$ cat src/rtl/hwag_tooth_sync_if.sv
// Tooth-sync signal bundle: edge/period inputs from the capture stage and
// tooth/sync outputs toward the angle/interrupt logic.
interface hwag_tooth_sync_if #(
  parameter int PW = 24,
  parameter int TW = 8
);
  logic          ena;
  logic          edge_stb;
  logic [PW-1:0] period;
  logic          pcnt_ovf;
  logic [3:0]    gap_k;
  logic [TW-1:0] tcnt;
  logic [PW-1:0] prev_per;
  logic          sync;
  logic          tooth_stb;
  logic          gap_stb;
  logic          sync_err;

  modport master (
    output ena, edge_stb, period, pcnt_ovf, gap_k,
    input  tcnt, prev_per, sync, tooth_stb, gap_stb, sync_err
  );

  modport slave (
    input  ena, edge_stb, period, pcnt_ovf, gap_k,
    output tcnt, prev_per, sync, tooth_stb, gap_stb, sync_err
  );
endinterface

$ cat src/rtl/hwag_tooth_sync.sv
// Missing-tooth gap finder and tooth counter; declares crank sync after two
// gaps spaced exactly TEETH edges apart.
module hwag_tooth_sync #(
  parameter int PW    = 24,
  parameter int TW    = 8,
  parameter int TEETH = 58
) (
  input  logic              clk,
  input  logic              rst,
  hwag_tooth_sync_if.slave  bus
);

  typedef enum logic [2:0] {
    IDLE   = 3'd0,
    WAIT1  = 3'd1,
    SEARCH = 3'd2,
    CHECK  = 3'd3,
    SYNC   = 3'd4
  } state_t;

  localparam logic [TW-1:0] LAST_TOOTH = TW'(TEETH - 1);

  state_t        state_reg, state_next;
  logic [TW-1:0] tcnt_reg, tcnt_next;
  logic [PW-1:0] prev_per_reg, prev_per_next;
  logic          sync_reg, sync_next;
  logic          tooth_stb_reg, tooth_stb_next;
  logic          gap_stb_reg, gap_stb_next;
  logic          sync_err_reg, sync_err_next;

  // Threshold kept at PW+4 bits so prev_per*15 cannot wrap.
  logic [PW+3:0] thr_prod;
  logic [PW+3:0] thr;
  logic [PW+3:0] period_ext;
  logic          is_gap;

  assign thr_prod   = {4'b0000, prev_per_reg} * {{PW{1'b0}}, bus.gap_k};
  assign thr        = thr_prod >> 2;
  assign period_ext = {4'b0000, bus.period};
  assign is_gap     = (bus.gap_k != 4'd0) && (period_ext >= thr);

  always_ff @(posedge clk or negedge rst) begin
    if (!rst) begin
      state_reg     <= IDLE;
      tcnt_reg      <= '0;
      prev_per_reg  <= '0;
      sync_reg      <= 1'b0;
      tooth_stb_reg <= 1'b0;
      gap_stb_reg   <= 1'b0;
      sync_err_reg  <= 1'b0;
    end else begin
      state_reg     <= state_next;
      tcnt_reg      <= tcnt_next;
      prev_per_reg  <= prev_per_next;
      sync_reg      <= sync_next;
      tooth_stb_reg <= tooth_stb_next;
      gap_stb_reg   <= gap_stb_next;
      sync_err_reg  <= sync_err_next;
    end
  end

  always_comb begin
    state_next     = state_reg;
    tcnt_next      = tcnt_reg;
    prev_per_next  = prev_per_reg;
    tooth_stb_next = 1'b0;
    gap_stb_next   = 1'b0;
    sync_err_next  = 1'b0;

    if (!bus.ena) begin
      state_next    = IDLE;
      tcnt_next     = '0;
      prev_per_next = '0;
    end else if (state_reg == IDLE) begin
      state_next = WAIT1;
    end else if (bus.pcnt_ovf) begin
      // Stall: any coincident edge is dropped.
      state_next    = WAIT1;
      tcnt_next     = '0;
      prev_per_next = '0;
      sync_err_next = (state_reg == SYNC);
    end else if (bus.edge_stb) begin
      prev_per_next  = bus.period;
      tooth_stb_next = 1'b1;
      case (state_reg)
        WAIT1: begin
          state_next = SEARCH;
        end
        SEARCH: begin
          if (is_gap) begin
            tcnt_next    = '0;
            gap_stb_next = 1'b1;
            state_next   = CHECK;
          end
        end
        CHECK, SYNC: begin
          if (tcnt_reg == LAST_TOOTH) begin
            tcnt_next = '0;
            if (is_gap) begin
              gap_stb_next = 1'b1;
              state_next   = SYNC;
            end else begin
              sync_err_next = (state_reg == SYNC);
              state_next    = SEARCH;
            end
          end else if (is_gap) begin
            // Early gap becomes the new candidate.
            tcnt_next     = '0;
            gap_stb_next  = 1'b1;
            sync_err_next = (state_reg == SYNC);
            state_next    = CHECK;
          end else begin
            tcnt_next = tcnt_reg + TW'(1);
          end
        end
        default: begin
          state_next = IDLE;
        end
      endcase
    end

    sync_next = (state_next == SYNC);
  end

  assign bus.tcnt      = tcnt_reg;
  assign bus.prev_per  = prev_per_reg;
  assign bus.sync      = sync_reg;
  assign bus.tooth_stb = tooth_stb_reg;
  assign bus.gap_stb   = gap_stb_reg;
  assign bus.sync_err  = sync_err_reg;

endmodule

$ cat src/flat_wrapper.sv
// flat-port wrapper written by rule: the top's interface ports become plain ports
module hwag_tooth_sync_flat 
#(
  parameter int PW    = 24,
  parameter int TW    = 8,
  parameter int TEETH = 58
)
  (clk, rst, bus_ena, bus_edge_stb, bus_period, bus_pcnt_ovf, bus_gap_k, bus_tcnt, bus_prev_per, bus_sync, bus_tooth_stb, bus_gap_stb, bus_sync_err);
  hwag_tooth_sync_if #(.PW(PW), .TW(TW)) bus_i ();
  input  logic clk;
  input  logic rst;
  input wire logic [$bits(bus_i.ena)-1:0] bus_ena;
  input wire logic [$bits(bus_i.edge_stb)-1:0] bus_edge_stb;
  input wire logic [$bits(bus_i.period)-1:0] bus_period;
  input wire logic [$bits(bus_i.pcnt_ovf)-1:0] bus_pcnt_ovf;
  input wire logic [$bits(bus_i.gap_k)-1:0] bus_gap_k;
  output wire logic [$bits(bus_i.tcnt)-1:0] bus_tcnt;
  output wire logic [$bits(bus_i.prev_per)-1:0] bus_prev_per;
  output wire logic [$bits(bus_i.sync)-1:0] bus_sync;
  output wire logic [$bits(bus_i.tooth_stb)-1:0] bus_tooth_stb;
  output wire logic [$bits(bus_i.gap_stb)-1:0] bus_gap_stb;
  output wire logic [$bits(bus_i.sync_err)-1:0] bus_sync_err;
  assign bus_i.ena = bus_ena;
  assign bus_i.edge_stb = bus_edge_stb;
  assign bus_i.period = bus_period;
  assign bus_i.pcnt_ovf = bus_pcnt_ovf;
  assign bus_i.gap_k = bus_gap_k;
  assign bus_tcnt = bus_i.tcnt;
  assign bus_prev_per = bus_i.prev_per;
  assign bus_sync = bus_i.sync;
  assign bus_tooth_stb = bus_i.tooth_stb;
  assign bus_gap_stb = bus_i.gap_stb;
  assign bus_sync_err = bus_i.sync_err;
  hwag_tooth_sync #(.PW(PW), .TW(TW), .TEETH(TEETH)) u_core (.clk(clk), .rst(rst), .bus(bus_i));
endmodule
$ cat config.mk
export PLATFORM = sky130hd
export DESIGN_NAME = hwag_tooth_sync_flat
export DESIGN_NICKNAME = d
export VERILOG_FILES = /design/src/rtl/hwag_tooth_sync_if.sv /design/src/rtl/hwag_tooth_sync.sv /design/src/flat_wrapper.sv
export SDC_FILE = /design/constraint.sdc
export NUM_CORES = 1
export LEC_CHECK = 0
export BUFFER_PORTS_ARGS = -buffer_cell sky130_fd_sc_hd__buf_4
export CORE_ASPECT_RATIO = 0.9
export CORE_UTILIZATION = 60
export CTS_CLUSTER_DIAMETER = 200
export CTS_CLUSTER_SIZE = 30
export DETAILED_ROUTE_END_ITERATION = 8
export PLACE_DENSITY = 0.82
export SLEW_MARGIN = 25
export SYNTH_ARGS = -nofsm -noshare
export SYNTH_HDL_FRONTEND = slang
export SYNTH_SLANG_ARGS = --single-unit
$ cat constraint.sdc
create_clock -name clk -period 13.1 [get_ports clk]
set_input_delay 2.62 -clock clk [delete_from_list [all_inputs] [get_ports clk]]
set_output_delay 2.62 -clock clk [all_outputs]
set_load 0.01 [all_outputs]
==> flow_summary.ini <==
[status]
status = finished, final reports clean

[synthesis]
yosysSeqAreaShare_pct = 18.7
ys_async_sr_fraction_pct = 100
synth-edff-count = 0
ys_ff_latch = 39
synthTopCellsByArea = dfrtp_1, fa_1, ha_1
synth_cell_type_count = 69
synthCells = 566
synth_top_area_share_pct = 18.7
synth_area_leader_cell = dfrtp_1
syn_nets = 700
yosysWarnings = 0
syn_avg_cell_area_um2 = 9.22
ys.flop_type = dfrtp_1
netlist_area_um2 = 5220

[layout]
final_cells = 741
area_delta_synth_final_pct = 13.0
mostFrequentLayoutCells = and2_1, buf_4, ha_1
diodes = 0
seq_area_um2 = 976
largest_register_ffs = 24
multi_input_area_um2 = 4000
fin_util_pct = 71.7
nets = 759
fill_cells = 656
drive_above_1_share_pct = 16.3

[timing]
setup_viol = 0
post-route-period-util_pct = 63.5
tightest_slew_ns = 0.976
fmax_mhz = 120
tns_ns = 0
post-route-min-period_ns = 8.32
grt_setup_unrepaired = no
slew_viol_final = 0
skew_ns = 0.00704
setup_slack_ns = 4.78
max-slew-margin-rel_pct = 34.3
finalHoldViolations = 0

[worst_setup_path]
crit_path_start_kind = input port
required_ns = 13.34
crit_fanout = 25
path_class = in2reg
worstPathArrival_ns = 8.56
crit_path_end_kind = flop

[detailed_routing]
avgViaCountPerCell = 6.11
wl_um = 12600
drc = 0
dr.pass1.iters = 5
vias = 4528
drt_first_iter_violations = 219
drt-wirelength-per-cell_um = 17.0
ant_nets = 0

[floorplan]
initial_core_util_pct = 63.5
rows = 31
coreArea_um2 = 8220
die_y_um = 90.5
die_w_um = 100
dieArea_um2 = 9070
boundaryPins = 69

[clock_network]
clock-root-buffer = clkbuf_8
postCtsHoldBufs = 0
clock_sinks = 39
cts-buffers-inserted = 5
cts_buffer_depth = 2
path_clk_slew_ns = 0.09
ctsResizeCount = 0
cts_tree = yes
cts_setup_buffers = 0
htreeDepth = 2
insertion_delay_ns = 0.32

[placement]
place_ws_ns = 4.55
port_buffers = 68
place_inst = 733
place_congestion = 0.983
dp_hpwl_um = 9690

[pwr]
fin_total_pwr_uw = 301
p_leak_nw = 3.07
peakVddDrop_v = 0.0000455
p_per_area_nw_per_um2 = 51.0

[grt]
antenna_found_initial = 0
grt_pass1_vias = 4354
grt_pass1_wl_um = 21200
grt-ovfl-total = 0
grt_usage_pct = 29.4
grt_max_degree = 40

[flow_run]
maxCapViolCount = 0

[min_path]
hp-class = reg2reg
[report_power, final]
part | leakage, nW | switching [mW] | internal (mW)
combinational | 2.50 | 0.0488 | 0.0352
clock | 0.0402 | 0.0527 | 0.0372
sequential | 0.539 | 0.00412 | 0.123
[kinds of logic after synthesis]
logic type | Yosys count | share of synthesized area, %
AND/OR/NAND/NOR | 199 | 21.4
AO/OA/AOI/OAI | 143 | 20.6
adder cells (fa/ha/maj) | 101 | 30.6
buffers and inverters | 61 | 4.68
flip-flops | 39 | 18.7
XOR/XNOR | 21 | 3.67
multiplexers | 2 | 0.384
[per-layer routing]
layer | wire length, um | share of wire, % | track usage, % | vias up
met1 | 5890 | 47 | 43.4 | 2244
met5 | 0 | 0 | 0 | -
met4 | 190 | 1.5 | 7.61 | 0
met3 | 728 | 5.8 | 4.26 | 18
li1 | - | - | - | 2117
met2 | 5800 | 46 | 45.0 | 149
[final cells by class]
type / count / area share, %
sequential: 39 / 16.6
timing repair buffer: 69 / 8.79
tap: 115 / 2.44
multi-input combinational: 466 / 67.9
clock inverter: 3 / 0.340
inverter: 44 / 2.80
clock buffer: 5 / 1.17
[path summary, 6_finish.rpt]
path	start	endpoint	slack [ns]	cells past startpoint
max reg2reg	u_core.bus.prev_per[5]	u_core.bus.tcnt[1]	6.82	24
min	u_core.bus.prev_per[14]	u_core.bus.prev_per[14]	0.59	1
max	bus_gap_k[3]	u_core.bus.tcnt[1]	4.78	25
min in group asynchronous	rst	u_core.bus.tcnt[6]	2.27	1
max in group asynchronous	rst	u_core.bus.prev_per[14]	10.46	1
min reg2reg	u_core.bus.prev_per[14]	u_core.bus.prev_per[14]	0.59	1
[stage by stage]
step | instance area (um2) | hold slack, ns
CTS | 5900 | 0.590
global route | 5900 | 0.621
global placement | 5810 | 0.555
floorplan | 5220 | 0.554
detailed placement | 5810 | 0.569
finish | 5900 | 0.587
[Yosys cell counts, drive strengths merged, types with 5 or more instances]
cell type and instances:
o21ai 26, nor3 8, a31oi 5, a21o 12, nor2 18, a211oi 8
a21oi 31, dfrtp 39, o21a 6, and3 7, xor2 6, nand2 48
a211o 5, clkbuf 14, nand2b 9, nand3 8, fa 44, and2 71
a22o 25, xnor2 15, inv 44, ha 57
[worst max-delay path: stages]
cell      delay (ns)
buf_4           0.20
and2_1          0.19
fa_1            0.53
inv_1           0.06
fa_1            0.55
inv_1           0.05
ha_1            0.35
o211ai_1        0.15
a21oi_1         0.23
o211ai_2        0.14
a31oi_1         0.43
o21ai_0         0.14
nand2b_1        0.13
a21o_1          0.12
a21oi_1         0.07
xor2_1          0.15
ha_1            0.29
a211oi_1        0.23
o21ai_1         0.11
or3_1           0.30
o21ai_0         0.34
a31o_2          0.22
nor2_2          0.06
o41ai_4         0.60
mux2i_1         0.27
No activity file was read; power rests on OpenSTA's default activity.
